$ cat src/rtl/hwpe_vadd_job_ctrl.sv
// Job sequencer for the streaming vector adder: splits a job into chunks and
// drives source/sink streamer start, address and size controls per chunk.
module hwpe_vadd_job_ctrl #(
    parameter int unsigned NB_OPERANDS = 2,
    parameter int unsigned ADDR_WIDTH  = 32,
    parameter int unsigned LEN_WIDTH   = 32,
    parameter int unsigned TRANS_WIDTH = 16,
    parameter int unsigned CHUNK_WORDS = 256,
    parameter int unsigned WORD_BYTES  = 4
) (
    input  logic                              clk_i,
    input  logic                              rst_i,
    input  logic                              clear_i,
    input  logic                              job_start_i,
    input  logic [NB_OPERANDS*ADDR_WIDTH-1:0] job_src_addr_i,
    input  logic [ADDR_WIDTH-1:0]             job_dst_addr_i,
    input  logic [LEN_WIDTH-1:0]              job_len_i,
    input  logic [NB_OPERANDS-1:0]            src_ready_start_i,
    input  logic [NB_OPERANDS-1:0]            src_done_i,
    output logic [NB_OPERANDS-1:0]            src_req_start_o,
    output logic [NB_OPERANDS*ADDR_WIDTH-1:0] src_base_addr_o,
    input  logic                              sink_ready_start_i,
    input  logic                              sink_done_i,
    output logic                              sink_req_start_o,
    output logic [ADDR_WIDTH-1:0]             sink_base_addr_o,
    output logic [TRANS_WIDTH-1:0]            trans_size_o,
    output logic                              busy_o,
    output logic                              done_o,
    output logic [LEN_WIDTH-1:0]              chunk_cnt_o
);

    localparam int unsigned NB_STREAMERS = NB_OPERANDS + 1;

    typedef enum logic [1:0] {
        ST_IDLE,
        ST_ISSUE,
        ST_WAIT,
        ST_DONE
    } state_t;

    state_t                                   state_q;
    logic [LEN_WIDTH-1:0]                     remaining_q;
    logic [NB_OPERANDS-1:0][ADDR_WIDTH-1:0]   src_addr_q;
    logic [ADDR_WIDTH-1:0]                    dst_addr_q;
    logic [TRANS_WIDTH-1:0]                   trans_q;
    logic [LEN_WIDTH-1:0]                     chunk_cnt_q;
    logic [NB_STREAMERS-1:0]                  sticky_q;
    logic                                     zero_job_q;

    logic                                     all_ready;
    logic                                     fire;
    logic [NB_STREAMERS-1:0]                  sticky_nxt;
    logic                                     chunk_done;
    logic [LEN_WIDTH-1:0]                     remaining_nxt;
    logic [ADDR_WIDTH-1:0]                    addr_step;

    // Size of the next chunk given the words still to move.
    function automatic logic [TRANS_WIDTH-1:0] chunk_size(input logic [LEN_WIDTH-1:0] rem);
        if (rem < LEN_WIDTH'(CHUNK_WORDS)) begin
            return TRANS_WIDTH'(rem);
        end
        return TRANS_WIDTH'(CHUNK_WORDS);
    endfunction

    always_comb begin
        all_ready     = (&src_ready_start_i) & sink_ready_start_i;
        fire          = (state_q == ST_ISSUE) && all_ready;
        sticky_nxt    = sticky_q | {sink_done_i, src_done_i};
        chunk_done    = (state_q == ST_WAIT) && (&sticky_nxt);
        remaining_nxt = remaining_q - LEN_WIDTH'(trans_q);
        addr_step     = ADDR_WIDTH'(trans_q) * ADDR_WIDTH'(WORD_BYTES);
    end

    always_ff @(posedge clk_i) begin
        if (rst_i || clear_i) begin
            state_q     <= ST_IDLE;
            remaining_q <= '0;
            src_addr_q  <= '0;
            dst_addr_q  <= '0;
            trans_q     <= '0;
            chunk_cnt_q <= '0;
            sticky_q    <= '0;
            zero_job_q  <= 1'b0;
        end else begin
            case (state_q)
                ST_IDLE: begin
                    if (job_start_i) begin
                        if (job_len_i != '0) begin
                            src_addr_q  <= job_src_addr_i;
                            dst_addr_q  <= job_dst_addr_i;
                            remaining_q <= job_len_i;
                            trans_q     <= chunk_size(job_len_i);
                            chunk_cnt_q <= '0;
                            sticky_q    <= '0;
                            zero_job_q  <= 1'b0;
                            state_q     <= ST_ISSUE;
                        end else begin
                            // Empty job completes without touching any streamer.
                            zero_job_q  <= 1'b1;
                            state_q     <= ST_DONE;
                        end
                    end
                end
                ST_ISSUE: begin
                    if (all_ready) begin
                        sticky_q <= '0;
                        state_q  <= ST_WAIT;
                    end
                end
                ST_WAIT: begin
                    if (chunk_done) begin
                        remaining_q <= remaining_nxt;
                        chunk_cnt_q <= chunk_cnt_q + LEN_WIDTH'(1);
                        for (int unsigned k = 0; k < NB_OPERANDS; k++) begin
                            src_addr_q[k] <= src_addr_q[k] + addr_step;
                        end
                        dst_addr_q  <= dst_addr_q + addr_step;
                        trans_q     <= chunk_size(remaining_nxt);
                        sticky_q    <= '0;
                        state_q     <= (remaining_nxt == '0) ? ST_DONE : ST_ISSUE;
                    end else begin
                        sticky_q    <= sticky_nxt;
                    end
                end
                ST_DONE: begin
                    zero_job_q <= 1'b0;
                    state_q    <= ST_IDLE;
                end
                default: begin
                    state_q <= ST_IDLE;
                end
            endcase
        end
    end

    // Start requests are a one-cycle handshake qualified by the ready flags.
    assign src_req_start_o  = {NB_OPERANDS{fire}};
    assign sink_req_start_o = fire;
    assign src_base_addr_o  = src_addr_q;
    assign sink_base_addr_o = dst_addr_q;
    assign trans_size_o     = trans_q;
    assign chunk_cnt_o      = chunk_cnt_q;
    assign done_o           = (state_q == ST_DONE);
    assign busy_o           = (state_q != ST_IDLE) && !zero_job_q;

endmodule

$ cat config.mk
export PLATFORM = sky130hd
export DESIGN_NAME = hwpe_vadd_job_ctrl
export DESIGN_NICKNAME = d
export VERILOG_FILES = /design/src/rtl/hwpe_vadd_job_ctrl.sv
export SDC_FILE = /design/constraint.sdc
export NUM_CORES = 1
export LEC_CHECK = 0
export CAP_MARGIN = 25
export CORE_AREA = 2 2 160 162
export DETAILED_ROUTE_END_ITERATION = 6
export DIE_AREA = 0 0 162 164
export DONT_BUFFER_PORTS = 1
export GPL_TIMING_DRIVEN = 1
export PLACE_DENSITY = 0.64
export SETUP_SLACK_MARGIN = 0.3
export SLEW_MARGIN = 15
export SYNTH_ARGS = -nofsm -noshare
export SYNTH_HDL_FRONTEND = slang
export SYNTH_SLANG_ARGS = --single-unit
$ cat constraint.sdc
create_clock -name clk_i -period 4.91 [get_ports clk_i]
set_input_delay 1.2275 -clock clk_i [delete_from_list [all_inputs] [get_ports clk_i]]
set_output_delay 1.2275 -clock clk_i [all_outputs]
set_load 0.05 [all_outputs]
-- Word level (Yosys, flattened, before mapping)
Cells that the tools add are included.
- register bits after elaboration: 182
- latch bits: 0
- memory bits (writable): 0
- bits in read-only memories: 0
- bits of input ports: 138
- logic and storage cells: 90
- memories: 0
- add/subtract/negate cells: 5
- $mul: 0
- divide/modulo/power cells: 0
- magnitude comparators: 2
- eq/ne operators: 7
- shifts and indexed selects: 0
- mux-type cells: 47
- bitwise logic cells: 2
- reduce and logical (&&, ||, !) cells: 18
- operators by type and width (kind ; count):
    $mux W32 ; 9
    $mux W64 ; 3
    $pmux W32 S2 ; 3
    $pmux W64 S2 ; 1
    $mux W16 ; 7
    $add A32 B18 Y32 ; 3
    $lt A32 B9 Y1 const B ; 2
    $add A32 B1 Y32 const B ; 1
    $logic_not A32 Y1 ; 1
    $pmux W16 S2 ; 1
    $reduce_bool A32 Y1 ; 1
    $sub A32 B16 Y32 ; 1
    $mux W3 ; 4
    $mux W1 ; 11
    $mux W2 ; 5
    $pmux W3 S3 ; 1
    $ne A2 B2 Y1 const B ; 4
    $pmux W2 S4 ; 1
    $reduce_and A4 Y1 ; 2
    $reduce_and A3 Y1 ; 2
    $reduce_bool A2 Y1 ; 3
    $eq A2 B2 Y1 const B ; 2
    $reduce_and A2 Y1 ; 2
    $logic_and A1 B1 Y1 ; 3
    other kinds (8) ; 8

-- Depth between registers and ports, before layout
Gate-level depths: netlist (run 1).
- depth after elaboration: 10
- depth in mapped cells: 14

-- Least setup slack after synthesis (run 1)
OpenSTA, ideal clock, no wires.
- path kind: register -> register
- start: register trans_q[1] (netlist: trans_size_o[1])
- end: register trans_q[2] (netlist: trans_size_o[2])
- library setup time: 0.114 ns
- data arrival time: 3.640 ns
- path slack: 1.156 ns
- cell stages (with the launch flop): 13
- path buffers: 1
- cells stage by stage: dfxtp_1 > inv_1 > ha_1 > nor2b_1 > o2111a_1 > or4b_1 > a211oi_1 > o21ai_1 > nor3b_1 > o211a_1 > and4_1 > buf_6 > a21o_1
- cells in the longest elaborated chain, start to end: 9
- elaborated cells between the ends (all ways): 10
- ends and longest elaborated chain (element ; line ; text):
    start, declared ; 45 ; logic [TRANS_WIDTH-1:0] trans_q;
    start signal, assigned ; 92 ; trans_q <= chunk_size(job_len_i);
    start signal, assigned ; 118 ; trans_q <= chunk_size(remaining_nxt);
    $sub A32 B16 Y32 (*) ; 70 ; remaining_nxt = remaining_q - LEN_WIDTH'(trans_q);
    $lt A32 B9 Y1 ; 59 ; if (rem < LEN_WIDTH'(CHUNK_WORDS)) begin
    $mux W1 ; 59 ;
    $mux W1 ; 111 ; if (chunk_done) begin
    $mux W1 ; 85 ; case (state_q)
    $mux W1 ; 75 ; if (rst_i || clear_i) begin
    $mux W16 (*) ; 62 ; return TRANS_WIDTH'(CHUNK_WORDS);
    $mux W16 (*) ; 111 ;
    $pmux W16 S2 (*) ; 85 ;
Mark *: on every way between the ends. The rest lies on a longest branch, timed or not. The select of a mux whose other input is x is not followed.
A chain may end at the register's enable or synchronous reset.

-- Worst setup path after layout (run 1)
- start: register trans_q[1] (netlist: trans_size_o[1])
- end: register trans_q[8] (netlist: trans_size_o[8])
The elaborated chain is that of the path after synthesis.

==> results.cfg, run 1 <==
[global_route]
grt_pass1_vias = 11280
antenna_found_initial = 1
grt-ovfl-total = 0
grt_pass1_wl_mm = 62.86
grt_max_degree = 96
gr-usage-all-layers_pct = 29.91

[drt]
drc_errors = 0
viasPerCell = 6.305
drt_iter0_drc = 1100
firstDrtPassIters = 5
wl_per_cell_um = 21.16
wirelength_mm = 40.87
vias = 12180
antenna_left = 0

[synth]
ys_async_sr_fraction_pct = 0
synth-seq-cells = 182
ys_warn_count = 0
syn_area_um2 = 12210
postSynthCellCount = 1635
yosysMostFrequentCell = nand2_1
syn_nets = 1842
synth_common_cells = nand2_1 (217), dfxtp_1 (182), a21oi_1 (160)
avgSynthCellArea_um2 = 7.469
yosysSeqAreaShare_pct = 29.84
synth_top_cells_by_area = dfxtp_1 (30%), nand2_1 (6.7%), ha_1 (6.7%)
synthFlopType = dfxtp_1
synth_top_area_share_pct = 29.84
netlist-cell-type-count = 77
synth_edf_count = 0
synth_top_area_cell = dfxtp_1

[worst_setup_path]
critical_path.max_fanout = 10
startpoint = trans_size_o[1]
crit_required_ps = 5220
cp-end-kind = flop
startpoint_type = flop
timing.rr.end = trans_size_o[8]
rrSetupSlack_ps = 800
critical_path_class = reg2reg
r2r-start = trans_size_o[1]
crit_end = trans_size_o[8]
ff2ff_path_depth = 12
arrival_ps = 4420

[clock_network]
h-tree-depth = 4
clock_latency_ps = 440
clockBufferDepth = 2
cts_buffers = 17
cts_root_buffer = clkbuf_16
cts_tree = done
cts_hold_buf = 0
cts_resized = 0
clk_pin_slew_ps = 70
post_cts_buffers = 0
cts.sinks = 182

[pwr]
p_sw_mw = 1.235
ir_drop_v = 0.0001855
p_leak_nw = 5.243
p_int_mw = 2.419
pwr-share-clk_pct = 39.4
total_power_mw = 3.653
p_comb_share_pct = 14.8
power.share.switching_pct = 33.79
powerDensity_nw_per_um2 = 277.4
seqPwrFrac_pct = 45.8

[cells_and_area]
fin_util_pct = 53.07
drive_gt1_share_pct = 5.125
nets = 1794
syn2layout_area_growth_pct = 7.859
final_area_um2 = 13170
fin_cells = 1931
fillers = 2430

[sta]
skew_ps = 17.67
rsz0062_at_grt = no
max_freq_ghz = 0.2434
slew_headroom_pct = 34.61
setup_violations = 0
fin_tns_setup_ps = 0
hold_viol = 0
min_period_over_period_pct = 83.67
final.min_clock_period_ps = 4108
finalMaxSlewViolations = 0
tightest_slew_ps = 977.2

[placed_design]
gp_congestion = 0.9438
place_area_um2 = 12550
portBuffers = 0
dp_hpwl_mm = 29.11
dp_cells = 1898

[floorplanning]
io_pins = 287
start_util_pct = 49.20
die_x_um = 162
die_y_um = 164
floorplan.die_area_um2 = 26570
row_count = 58
core_area_um2 = 24820

[run_status]
status = completed

[worst_hold_path]
hp-class = reg2reg

[job]
max-cap-violations = 0
==> critical path, cell delays in order (launching register included) <==
cell and delay [ps]:
dfxtp_1 310, buf_4 220, inv_1 230, ha_1 340, nor2b_1 140, o2111a_1 250
or4b_1 540, a211oi_1 680, a21oi_1 230, xnor2_1 270, and3_1 180, and4_1 470
a21oi_1 120
==> cells by family after synthesis <==
family | count (synthesis) | share of synthesized area [%]
xor gates and xnor gates | 84 | 6.025
DFF | 182 | 29.84
buffers and inverters | 139 | 4.539
AOI/OAI and AO/OA | 489 | 25.51
muxes | 20 | 1.650
and+or+nand+nor | 652 | 25.12
adders and majority gates | 69 | 7.316
==> metrics by stage <==
step	setup slack, ps	hold slack, ps
floorplan	1156	435.6
finish	801.6	467.6
CTS	782.0	463.8
global route	531.7	485.4
detailed placement	795.3	452.4
global placement	881.5	442.6
==> power by group through the flow <==
stage / registers (mW) / logic, mW / clock network, mW
finish: 1.67 / 0.539 / 1.44
global route: 1.68 / 0.598 / 1.53
CTS: 1.67 / 0.534 / 1.46
detailed placement: 1.71 / 0.531 / 0
global placement: 1.71 / 0.527 / 0
floorplan: 1.69 / 0.414 / 0
==> metal layers <==
| layer | GRT usage, % | wire [um] | vias to the layer above |
|---|---|---|---|
| met5 | 0 | 13 | - |
| met1 | 38.79 | 17620 | 5800 |
| li1 | - | - | 5865 |
| met3 | 8.662 | 3727 | 54 |
| met2 | 48.55 | 18690 | 454 |
| met4 | 8.488 | 819 | 2 |
==> placed cells by master (no fill, tap or decap), drive strengths merged, types with 39 or more instances in the layout <==
master,synthesis,routed
nor2,152,152
nor3,67,67
nand3,60,60
xnor2,50,50
nand2,217,217
a21oi,160,160
and3,39,39
a21o,40,40
o21ai,97,97
inv,42,50
ha,65,65
dfxtp,182,182
==> layout make-up <==
cell class	instances	area (um2)	share of cell area [%]
inverters	42	157.7	1.197
clock inverters	15	193.9	1.472
multi-input cells	1314	8085	61.38
diodes	1	2.502	0.01900
flip-flops and latches	182	3643	27.66
repair buffers	30	250.2	1.900
clock buffers	17	425.4	3.230
well taps	330	412.9	3.135
==> registers in the layout, summed over array words and instances, names as in the netlist <==
name / count
src_base_addr_o: 64
zero_job_q: 1
sink_base_addr_o: 32
chunk_cnt_o: 32
state_q: 2
trans_size_o: 16
remaining_q: 32
sticky_q: 3
==> worst min-delay path by stage <==
stage	from	end	slack [ps]	cells after the start
after global routing	remaining_q[15]	remaining_q[15]	490	2
after detailed placement	remaining_q[15]	remaining_q[15]	450	2
final	remaining_q[2]	remaining_q[2]	470	2
after CTS	remaining_q[15]	remaining_q[15]	460	2
after floorplan	remaining_q[15]	remaining_q[15]	440	2
after global placement	remaining_q[15]	remaining_q[15]	440	2
Note: power is estimated with default switching activity, not from simulation.
==> run 2, diff against run 1 <==
==> constraint.sdc (replaced) <==
create_clock -name clk_i -period 3.8 [get_ports clk_i]
set_input_delay 0.95 -clock clk_i [delete_from_list [all_inputs] [get_ports clk_i]]
set_output_delay 0.95 -clock clk_i [all_outputs]
set_load 0.05 [all_outputs]
==> run 2 against run 1 <==
Critical path depth did not move. First-iteration DRC count is 9.6% lower. Total power increased by 31%. Sequential share of layout area decreased by 1.1 points. Non-clock buffer count rose by 73. Sequential power increased by 25%. Maximum frequency up 23%. Count of clock-buffer cells in the layout did not move. Largest cell class unchanged. Clock skew about the same. Register-to-register slack got worse by 350 ps. Highest routed layer is now met4. Worst hold slack worse by 2.8 ps.
==> results.cfg, run 2 (synthesis gave the netlist of run 1 again) <==
[run_status]
status = completed

[pwr]
ir_drop_v = 0.0002546
p_leak_nw = 5.633
powerDensity_nw_per_um2 = 348.1

[cells_and_area]
final_cell_mix = nand2_1 (215), dfxtp_1 (178), a21oi_1 (159)
nets = 1867
syn2layout_area_growth_pct = 12.62
fin_util_pct = 55.41
multi_input_area_um2 = 8099
fillers = 2376
largest_register_ffs = 64
final_common_cell = nand2_1
ff_latch_area_um2 = 3649
drive_gt1_share_pct = 9.683

[clock_network]
clk_pin_slew_ps = 80
cts_root_buffer = clkbuf_16
h-tree-depth = 4
clock_latency_ps = 440
clockBufferDepth = 2
cts.sinks = 182
cts_tree = done
cts_buffers = 17

[sta]
fin_tns_setup_ps = 0
max_freq_ghz = 0.2988
min_period_over_period_pct = 88.07
skew_ps = 17.89
setup_violations = 0
final.min_clock_period_ps = 3346
rsz0062_at_grt = no
tightest_slew_ps = 964.3
slew_headroom_pct = 35.48
finalMaxSlewViolations = 0
hold_viol = 0

[placed_design]
gp_congestion = 0.9572
portBuffers = 0
dp_hpwl_mm = 30.03

[global_route]
grt_pass1_vias = 11640
grt_max_degree = 66
grt-ovfl-total = 0
antenna_found_initial = 1
gr-usage-all-layers_pct = 30.11
grt_pass1_wl_mm = 63.69

[drt]
firstDrtPassIters = 5
vias = 12520
wirelength_mm = 41.24
drt_iter0_drc = 994
highest_layer = met4
viasPerCell = 6.248
wl_met1_mm = 17.50
wl_per_cell_um = 20.58
met3WireLength_mm = 3.824
wl_met2_mm = 18.28
drc_errors = 0
antenna_left = 0

[worst_setup_path]
startpoint_type = flop
max_stage_delay_ps = 560
cp_common_cell = a21oi_1
crit_required_ps = 4100
r2r-start = trans_size_o[1]
slowest_stage = or4b_1
startpoint = trans_size_o[1]
arrival_ps = 3650
cp-end-kind = flop
critical_path_class = reg2reg
critical_path.max_fanout = 10
path_cells = inv_1 > ha_1 > nor2b_1 > o2111a_1 > or4b_1 > a211oi_2 > a21oi_1 > xnor2_1 > and3_1 > and4_1 > buf_4 > a21oi_1

[worst_hold_path]
hp-class = reg2reg
worstHoldStart = remaining_q[15]

[floorplanning]
row_count = 58
floorplan.die_area_um2 = 26570
start_util_pct = 49.20
io_pins = 287
core_area_um2 = 24820
die_x_um = 162
die_y_um = 164

[job]
max-cap-violations = 0
[run 2: cell count changes in the layout (fill, tap and decap cells not counted), moves of 2 or more]
cell	before	now
buf_4	28	100
dfxtp_1	182	178
dfxtp_2	0	4
inv_6	2	4
inv_8	4	2
[run 2: path summary, 6_finish.rpt]
kind                                         to  slack [ps]  cells past startpoint
worst min-delay path            remaining_q[15]         460                      2
worst max register to register  trans_size_o[8]         450                     12
worst max-delay path            trans_size_o[8]         450                     12
worst min register to register  remaining_q[15]         460                      2
[run 2: layout make-up]
cell class	count	share of cell area, %
Antenna cell	1	0.01820
Clock buffer	17	3.093
Clock inverter	15	1.428
Inverter	42	1.146
Multi-Input combinational cell	1314	58.89
Sequential cell	182	26.53
Tap cell	330	3.002
Timing Repair Buffer	103	5.895
[run 2: what timing repair did]
item                       4_1_cts  5_1_grt
gates resized for setup          0        4
setup endpoints to repair        0       10
hold buffers                     0        0
hold endpoints to repair         0        0
buffers inserted                 0        0
[run 2: critical path: cells and delay by family (launching register included)]
kind | cells | cell delay [ps]
XOR/XNOR | 1 | 260
AO/OA/AOI/OAI | 4 | 1030
flip-flops | 1 | 330
adder cells (fa/ha/maj) | 1 | 280
AND/OR/NAND/NOR | 4 | 1080
buffers and inverters | 2 | 240
[run 2: power breakdown]
part           switching (mW)  total [mW]  internal (mW)
Clock                   0.965        1.87          0.908
Combinational           0.532       0.834          0.303
Sequential              0.120        2.08           1.96
[run 2: through the flow]
stage	area (um2)	worst slack, ps	total power, mW	cells	hold WS [ps]
2_1_floorplan	12220	345.9	2.715	1635	435.6
3_3_place_gp	13120	488.9	2.936	1971	444.2
3_5_place_dp	13120	446.4	2.944	1971	453.1
4_1_cts	13740	462.7	4.812	2003	464.4
5_1_grt	13750	295.2	4.985	2003	491.0
6_report	13750	453.5	4.787	2004	464.8
[run 2: routing by layer]
| metal | global-route usage [%] | vias to the layer above |
|---|---|---|
| met5 | 0 | - |
| li1 | - | 6021 |
| met3 | 7.803 | 86 |
| met2 | 47.72 | 515 |
| met4 | 13.52 | 0 |
| met1 | 38.60 | 5899 |
